## src/rtl/cnn_pkg.sv

```systemverilog
// Shared types and constants for the SimpleCNN layer sequencer.
package cnn_pkg;

  typedef enum logic [2:0] {
    S_IDLE,
    S_CONV,
    S_RELU,
    S_POOL,
    S_FC,
    S_DONE,
    S_ERR
  } seq_state_t;

  localparam logic [1:0] STG_CONV = 2'd0;
  localparam logic [1:0] STG_RELU = 2'd1;
  localparam logic [1:0] STG_POOL = 2'd2;
  localparam logic [1:0] STG_FC   = 2'd3;

  localparam int DEF_TIMEOUT_CYCLES = 1024;
  localparam int DEF_CNT_W          = 16;

  function automatic logic [1:0] stage_index(input seq_state_t s);
    case (s)
      S_RELU:  return STG_RELU;
      S_POOL:  return STG_POOL;
      S_FC:    return STG_FC;
      default: return STG_CONV;
    endcase
  endfunction

endpackage

```

## src/rtl/cnn_layer_sequencer_watchdog.sv

```systemverilog
// Per-stage watchdog: counts cycles since the last clear and flags the
// final allowed cycle of a stage.
module seq_watchdog #(
  parameter int CNT_W          = 16,
  parameter int TIMEOUT_CYCLES = 1024
) (
  input  logic clk,
  input  logic rst,
  input  logic clear,
  output logic expired
);

  localparam logic [31:0] LIMIT = 32'(TIMEOUT_CYCLES - 1);

  logic [CNT_W-1:0] count;

  always_ff @(posedge clk) begin
    if (rst || clear) count <= '0;
    else              count <= count + 1'b1;
  end

  // Compare at 32 bits so a limit wider than the counter can never alias.
  assign expired = (32'(count) == LIMIT);

endmodule

```

## src/rtl/cnn_layer_sequencer.sv

```systemverilog
// Frame controller stepping conv/relu/pool/fc with cumulative enables and a
// per-stage watchdog. Optional per-stage cycle counters: SEQ_PERF_CNT_EN.
module cnn_layer_sequencer
  import cnn_pkg::*;
#(
  parameter int TIMEOUT_CYCLES = DEF_TIMEOUT_CYCLES,
  parameter int CNT_W          = DEF_CNT_W
) (
  input  logic               clk,
  input  logic               rst,
  input  logic               start,
  input  logic               err_clr,
  input  logic               conv_done,
  input  logic               relu_done,
  input  logic               pool_done,
  input  logic               fc_done,
  output logic               conv_enable,
  output logic               relu_enable,
  output logic               pool_enable,
  output logic               fc_enable,
  output logic               busy,
  output logic               frame_done,
  output logic               error,
  output logic [1:0]         err_stage,
  output logic [4*CNT_W-1:0] perf_cycles
);

  seq_state_t state, next_state;
  logic       cur_done;
  logic       stage_active;
  logic       wd_clear;
  logic       wd_expired;
  logic       nxt_conv_en, nxt_relu_en, nxt_pool_en, nxt_fc_en, nxt_error;

  assign stage_active = (state inside {S_CONV, S_RELU, S_POOL, S_FC});
  assign wd_clear     = (next_state != state) || !stage_active;

  seq_watchdog #(
    .CNT_W          (CNT_W),
    .TIMEOUT_CYCLES (TIMEOUT_CYCLES)
  ) u_watchdog (
    .clk     (clk),
    .rst     (rst),
    .clear   (wd_clear),
    .expired (wd_expired)
  );

  always_ff @(posedge clk) begin
    if (rst) state <= S_IDLE;
    else     state <= next_state;
  end

  always_comb begin
    next_state  = state;
    cur_done    = 1'b0;
    case (state)
      S_CONV:  cur_done = conv_done;
      S_RELU:  cur_done = relu_done;
      S_POOL:  cur_done = pool_done;
      S_FC:    cur_done = fc_done;
      default: cur_done = 1'b0;
    endcase

    // frame_done is still high in the first IDLE cycle after DONE; a start
    // there is refused so the next frame begins the cycle after the pulse.
    case (state)
      S_IDLE: if (start && !frame_done) next_state = S_CONV;
      S_CONV: if (cur_done) next_state = S_RELU; else if (wd_expired) next_state = S_ERR;
      S_RELU: if (cur_done) next_state = S_POOL; else if (wd_expired) next_state = S_ERR;
      S_POOL: if (cur_done) next_state = S_FC;   else if (wd_expired) next_state = S_ERR;
      S_FC:   if (cur_done) next_state = S_DONE; else if (wd_expired) next_state = S_ERR;
      S_DONE: next_state = S_IDLE;
      S_ERR:  if (err_clr) next_state = S_IDLE;
      default: next_state = S_IDLE;
    endcase

    nxt_conv_en = (next_state inside {S_CONV, S_RELU, S_POOL, S_FC});
    nxt_relu_en = (next_state inside {S_RELU, S_POOL, S_FC});
    nxt_pool_en = (next_state inside {S_POOL, S_FC});
    nxt_fc_en   = (next_state == S_FC);
    nxt_error   = (next_state == S_ERR);
  end

  always_ff @(posedge clk) begin
    if (rst) begin
      conv_enable <= 1'b0;
      relu_enable <= 1'b0;
      pool_enable <= 1'b0;
      fc_enable   <= 1'b0;
      busy        <= 1'b0;
      frame_done  <= 1'b0;
      error       <= 1'b0;
      err_stage   <= 2'd0;
    end else begin
      conv_enable <= nxt_conv_en;
      relu_enable <= nxt_relu_en;
      pool_enable <= nxt_pool_en;
      fc_enable   <= nxt_fc_en;
      busy        <= nxt_conv_en;
      frame_done  <= (state == S_DONE);
      error       <= nxt_error;
      if (nxt_error && (state != S_ERR)) err_stage <= stage_index(state);
    end
  end

`ifdef SEQ_PERF_CNT_EN
  localparam logic [CNT_W-1:0] CNT_MAX = '1;

  logic [CNT_W-1:0]   stage_cnt;
  logic [CNT_W-1:0]   stage_len;
  logic [4*CNT_W-1:0] perf_q;

  assign stage_len = (stage_cnt == CNT_MAX) ? CNT_MAX : stage_cnt + 1'b1;

  // stage_len is the saturated length including the current cycle.
  always_ff @(posedge clk) begin
    if (rst) begin
      stage_cnt <= '0;
      perf_q    <= '0;
    end else begin
      if ((state == S_IDLE) && (next_state == S_CONV)) perf_q <= '0;
      if (stage_active && (next_state != state)) begin
        perf_q[int'(stage_index(state))*CNT_W +: CNT_W] <= stage_len;
        stage_cnt <= '0;
      end else if (stage_active) begin
        stage_cnt <= stage_len;
      end else begin
        stage_cnt <= '0;
      end
    end
  end

  assign perf_cycles = perf_q;
`else
  assign perf_cycles = '0;
`endif

endmodule

```

## config.mk

```make
export PLATFORM = sky130hd
export DESIGN_NAME = cnn_layer_sequencer
export DESIGN_NICKNAME = d
export VERILOG_FILES = /design/src/rtl/cnn_pkg.sv /design/src/rtl/cnn_layer_sequencer_watchdog.sv /design/src/rtl/cnn_layer_sequencer.sv
export SDC_FILE = /design/constraint.sdc
export NUM_CORES = 1
export LEC_CHECK = 0
export ABC_CLOCK_PERIOD_IN_PS = 2950
export BUFFER_PORTS_ARGS = -buffer_cell sky130_fd_sc_hd__buf_4
export CAP_MARGIN = 10
export CORE_ASPECT_RATIO = 1.1
export CORE_MARGIN = 4
export CORE_UTILIZATION = 48
export CTS_CLUSTER_SIZE = 24
export DETAILED_ROUTE_END_ITERATION = 7
export PLACE_DENSITY = 0.9
export SLEW_MARGIN = 20
export SYNTH_ARGS = -nofsm -noshare
export SYNTH_HDL_FRONTEND = slang
export SYNTH_SLANG_ARGS = --single-unit
export TNS_END_PERCENT = 50
```

## constraint.sdc

```tcl
create_clock -name clk -period 2.95 [get_ports clk]
set_clock_uncertainty 0.15 [all_clocks]
set_input_delay 0 -clock clk [delete_from_list [all_inputs] [get_ports clk]]
set_output_delay 0 -clock clk [all_outputs]
set_load 0.02 [all_outputs]
```

==> run metrics, run 1 <==
f_max 0.376 GHz; Post-CTS Resized 0; total negative slack 0 ps; hold crit path type in -> reg; diodes inserted 0; outcome completed; Horiz. Die Dim 67.4 um; TritonCTS buffer count 3; CTS root buf clkbuf_8; WP data arrival 2720 ps; RSZ-0062 raised after global routing false; share of cells above drive strength 1 12.3%; die height 73.3 um; Ys Warns 0; initial antenna violation count 0; latest clock arrival within the worst-skew pair 270 ps; Yosys top cell by area dfxtp_1; area of the mapped netlist 0.00186 mm2; Setup crit end kind flop; capture point of the worst reg-to-reg path err_stage[0]; max-cap viol count 0; sw frac 32.6%; Final Non-Filler Cells 293; maximum root-to-sink buffer count 2; # Post-CTS Setup Buffers 0; hold-fix buffer count after cts 1; fin crit share 90.0%; Tightest Pin Transition 665 ps; top-count cell post-synth buf_4; via/cell ratio 4.59; Synth Flop Type dfxtp_1; worst setup margin 294 ps; cell leakage power 0.755 nW; Fill cells 357; Final setup viols 0; most frequent cells after synthesis 65 x buf_4, 30 x nor2_1, 27 x dfxtp_1; mean post-synth cell area 8.14 um2; Comb power frac 21.3%; Remaining DRCs 0; row cnt 23; IO Port Bufs 16; Tmin final 2660 ps; CTS sink cnt 27; DR vias 1345; Hold Startpoint conv_done; largest net degree at the start of global routing 19; pre-CTS setup slack 327 ps; Detail Route Antenna Nets 0; vias in the first global route 1133; CTS tree built; CP startpoint kind flop; CP max FO 5; Mapped Cells 229; crit path kind reg -> reg; Hold EP state[1]; switching pwr 0.000243 W; die area 0.00494 mm2; starting DRC count in detailed routing 138; routability cong. 0.903; worst hold stages 5; power share of the clock group 28.5%; sequential area share after synthesis 29.0%; first-pass GRT wire length 4800 um; Pins Over Slew Limit 0; DP HPWL 2440 um; CP Launch Point u_watchdog.count[0]; total power 0.000745 W; FF-to-FF Start u_watchdog.count[0]; Starting Density 50.6%; part of the power in registers 50.2%; Pint 0.000502 W; Netlist cell types 47; routed wire length 3120 um; Pwr per Cell Area 407 mW/mm2; grt ovf 0; top cells by area, synth dfxtp_1 29%, buf_4 26%, nor2_1 6.0%; Total Nets Final 253; Yosys reg bits 27; top-area cell type share of the netlist area 29.0%; I/O pin count 81; fraction of registers with async set/reset 0%; H-tree depth 1; Slew headroom 55.5%; Tot GR Track Use 12.5%; Final Hold Vio Count 0; # placed instances 288; Max VDD drop 0.190 mV; drt pass-1 iters 4; Routed WL per cell 10.7 um; Worst R2R Path Depth 7; FF-to-FF setup slack 290 ps; Area growth syn-to-layout -1.68%; CTS clock-pin slew for the worst setup and hold paths 90 ps; core footprint 0.00368 mm2; Post-synth EDFFs 0; worst path required time 3010 ps
==> worst max-delay path by stage <==
stage	to	slack, ps	cells past startpoint
2_1_floorplan	err_stage[0]	530	7
4_1_cts	err_stage[0]	290	7
3_5_place_dp	err_stage[0]	330	7
5_1_grt	err_stage[0]	160	7
6_report	err_stage[0]	290	7
3_3_place_gp	err_stage[0]	380	7
==> power groups by stage <==
stage | clock, W | combinational (W) | sequential [W]
floorplan | 0 | 0.000195 | 0.000384
global placement | 0 | 0.000154 | 0.000382
detailed placement | 0 | 0.000154 | 0.000382
CTS | 0.000222 | 0.000156 | 0.000374
global route | 0.000233 | 0.000171 | 0.000375
finish | 0.000212 | 0.000159 | 0.000374
==> layer usage <==
layer  wire, um  GRT usage, %  vias to the layer above
li1           -             -                      662
met2       1590          21.2                       61
met1       1200          14.5                      616
met4         55          6.98                        0
met3        273          2.45                        6
met5          0             0                        -
==> worst max-delay path, stage by stage, from the launching register on <==
cell and delay, ps:
dfxtp_1 360, ha_1 190, nand3_1 180, or3_1 540, o21bai_1 380, a22oi_1 160, or4_1 480, a21oi_1 150
==> logic make-up (layout without fill, tap and decap cells) <==
| group | after synthesis | after routing | share of synthesized area [%] |
|---|---|---|---|
| other | 1 | 64 | 0.201 |
| DFF | 27 | 27 | 29.0 |
| buffers and inverters | 76 | 27 | 28.9 |
| xor gates and xnor gates | 15 | 15 | 7.05 |
| adders and majority gates | 1 | 1 | 0.671 |
| and+or+nand+nor | 76 | 76 | 20.3 |
| muxes | 1 | 1 | 0.806 |
| AOI/OAI and AO/OA | 32 | 32 | 13.0 |
==> per-stage QoR <==
| step | util [%] | instance area [um2] | hold WS, ps |
|---|---|---|---|
| 2_1_floorplan | - | 2100 | 82.4 |
| 3_3_place_gp | 48.1 | 1770 | 116 |
| 3_5_place_dp | 48.1 | 1770 | 123 |
| 4_1_cts | 49.7 | 1830 | 87.5 |
| 5_1_grt | 49.7 | 1830 | 102 |
| 6_report | 49.7 | 1830 | 95.9 |
==> sequential cells by signal, indices dropped and copies added (netlist names) <==
name / flops
u_watchdog.count: 16
state: 3
err_stage: 2
busy: 1
error: 1
fc_enable: 1
frame_done: 1
pool_enable: 1
relu_enable: 1
==> placed cells by master, fill, tap and decap left out, drive strengths merged, types with 2 or more instances in the layout <==
cell type and count:
conb 64, nor2 30, dfxtp 27, buf 18, nand2 12, xnor2 9, nand3 8, a21oi 8
nor3 7, o21ai 7, xor2 6, inv 4, nor2b 3, o21a 3, clkbuf 3, or3 2
nand2b 2, and3 2, a22oi 2, nor4 2, a211oi 2
==> layout make-up <==
type,count,area (um2),area share [%]
clock inverters,1,7.51,0.410
repair buffers,19,145,7.92
clock buffers,3,41.3,2.25
well taps,50,62.6,3.42
inverters,4,15.0,0.820
multi-input cells,189,1020,55.7
flip-flops and latches,27,541,29.5
No activity file was read; power rests on OpenSTA's default activity.
==> run 2: changes to the inputs <==
- CAP_MARGIN: 10 -> 20
- CORE_UTILIZATION: 48 -> 49
- CTS_BUF_LIST: unset -> sky130_fd_sc_hd__clkbuf_4 sky130_fd_sc_hd__clkbuf_8
- PLACE_DENSITY: 0.9 -> 0.91
- SLEW_MARGIN: 20 -> 5
==> run 2 against run 1 <==
  * Worst setup slack gained 13 ps
  * Design area is 0.41% higher
  * Global-route usage rose by 0.45 points
  * Clock power is 2% higher
  * Die area shrank 1.8%
  * Wire length up 0.96%
  * Sequential power barely moved
  * Critical path depth is the same
  * Sequential share of layout area down 0.12 points
  * Critical path type unchanged
==> run metrics, run 2 (synthesis gave the netlist of run 1 again) <==
crit path kind reg -> reg; commonest non-fill, non-tap cell in the layout conb_1; Worst path slowest cell or3_1; WHS 89.9 ps (-5.97 ps); grt ovf 0 (unchanged); via/cell ratio 4.63 (+0.85%); hold crit path type in -> reg; Pins Over Slew Limit 0 (unchanged); max-cap viol count 0 (unchanged); Post-CTS Resized 0 (unchanged); core footprint 0.00365 mm2 (-0.78%); Post-Route Utilization 50.3% (+0.60 points); TritonCTS buffer count 3 (unchanged); fin crit share 89.6% (-0.44 points); Final setup viols 0 (unchanged); share of cells above drive strength 1 12.7% (+0.36 points); total negative slack 0 ps (unchanged); CP startpoint kind flop; row cnt 23 (unchanged); CP max FO 5 (unchanged); Routed WL per cell 10.7 um (+0.62%); Setup crit end kind flop; Horiz. Die Dim 66.8 um (-0.91%); DR vias 1361 (+1.2%); worst path required time 3020 ps (about the same); FF-to-FF setup slack 310 ps (about the same); Biggest register u_watchdog.count; RSZ-0062 raised after global routing false; Final Hold Vio Count 0 (unchanged); Worst Setup EP err_stage[0]; Tot GR Track Use 12.9% (+0.45 points); vias in the first global route 1169 (+3.2%); Worst R2R Path Depth 7 (unchanged); routability cong. 0.877 (-2.9%); Pwr per Cell Area 407 mW/mm2 (about the same); crit-path cells ha_1, nand3_1, or3_1, o21bai_1, a22oi_1, or4_1, a21oi_1; IO Port Bufs 16 (unchanged); CTS root buf clkbuf_8; H-tree depth 1 (unchanged); maximum root-to-sink buffer count 2 (unchanged); most frequent cells in the layout 64 x conb_1, 30 x nor2_1, 27 x dfxtp_1; Placement Cell Area 0.00178 mm2 (+0.42%); Total Nets Final 254 (+0.40%); Largest regs u_watchdog.count (16), state (3), err_stage (2); die height 72.7 um (-0.91%); CTS sink cnt 27 (unchanged); Starting Density 51.0% (+0.40 points); Tightest Pin Transition 654 ps (-10.7 ps); cell leakage power 0.760 nW (+0.72%); Tmin final 2640 ps (-12.9 ps); drt pass-1 iters 4 (unchanged); outcome completed; critical path's largest stage delay 550 ps (about the same); post-route cell area 0.00184 mm2 (+0.41%); Detail Route Antenna Nets 0 (unchanged); first-pass GRT wire length 4900 um (+2.0%); routed wire length 3150 um (+0.96%); latest clock arrival within the worst-skew pair 280 ps (about the same); total power 0.000748 W (+0.45%); f_max 0.378 GHz (+0.49%); WP data arrival 2710 ps (about the same); I/O pin count 81 (unchanged); FF-to-FF Start u_watchdog.count[0]; CTS clock-pin slew for the worst setup and hold paths 90 ps (about the same); Slew headroom 56.2% (+0.71 points); CTS tree built; DP HPWL 2490 um (+1.8%); largest net degree at the start of global routing 19 (unchanged); diodes inserted 0 (unchanged); CP Launch Point u_watchdog.count[0]; max FFs per register 16 (unchanged); WP depth 7 (unchanged); family with the most delay on the worst path simple AND/OR/NAND/NOR gates; Remaining DRCs 0 (unchanged); capture point of the worst reg-to-reg path err_stage[0]; initial antenna violation count 0 (unchanged); starting DRC count in detailed routing 93 (-33%); Critical path buffers and inverters 0 (unchanged); Fill cells 358 (+0.28%); Area growth syn-to-layout -1.28%; Max VDD drop 0.176 mV (-7.4%); die area 0.00485 mm2 (-1.8%)
## run 2: metal layers
metal	part of all wire (%)	wire, um	global-route usage, %	vias up
li1	-	-	-	674
met1	39	1230	14.0	625
met2	52	1630	23.0	56
met3	7.8	245	3.24	6
met4	1.5	47	6.55	0
met5	0	0	0	-
## run 2: layout make-up
class	count	area [um2]	share of cell area, %
multi-input cells	189	1020	55.4
flip-flops and latches	27	541	29.4
repair buffers	20	153	8.30
well taps	50	62.6	3.40
clock buffers	3	41.3	2.24
inverters	4	15.0	0.816
clock inverters	1	7.51	0.408
## run 2: how the worst min path moves through the flow
stage	cells past startpoint	slack, ps	from	end
after floorplan	3	80	rst	u_watchdog.count[3]
after global placement	2	110	rst	err_stage[0]
after detailed placement	2	120	rst	err_stage[0]
after CTS	5	70	pool_done	state[2]
after global routing	5	110	pool_done	state[2]
final	5	90	pool_done	state[2]
## run 2: what timing repair did
action,4_1_cts,5_1_grt
hold buffers,1,0
hold endpoints to repair,11,0
buffers inserted,0,0
## run 2: through the flow
| stage | instances | setup slack [ps] |
|---|---|---|
| 2_1_floorplan | 292 | 529 |
| 3_3_place_gp | 289 | 388 |
| 3_5_place_dp | 289 | 345 |
| 4_1_cts | 294 | 322 |
| 5_1_grt | 294 | 56.2 |
| 6_report | 294 | 307 |
## run 2: worst register-to-register path: stages, from the launching register on
cell and delay [ps]:
dfxtp_1 360, ha_1 190, nand3_1 160, or3_1 550, o21bai_1 390, a22oi_1 160, or4_1 480, a21oi_1 140
## run 2: power breakdown
group | internal [W] | switching (W)
Combinational | 0.0000365 | 0.000122
Sequential | 0.000370 | 0.00000417
Clock | 0.0000961 | 0.000120
Total | 0.000502 | 0.000246
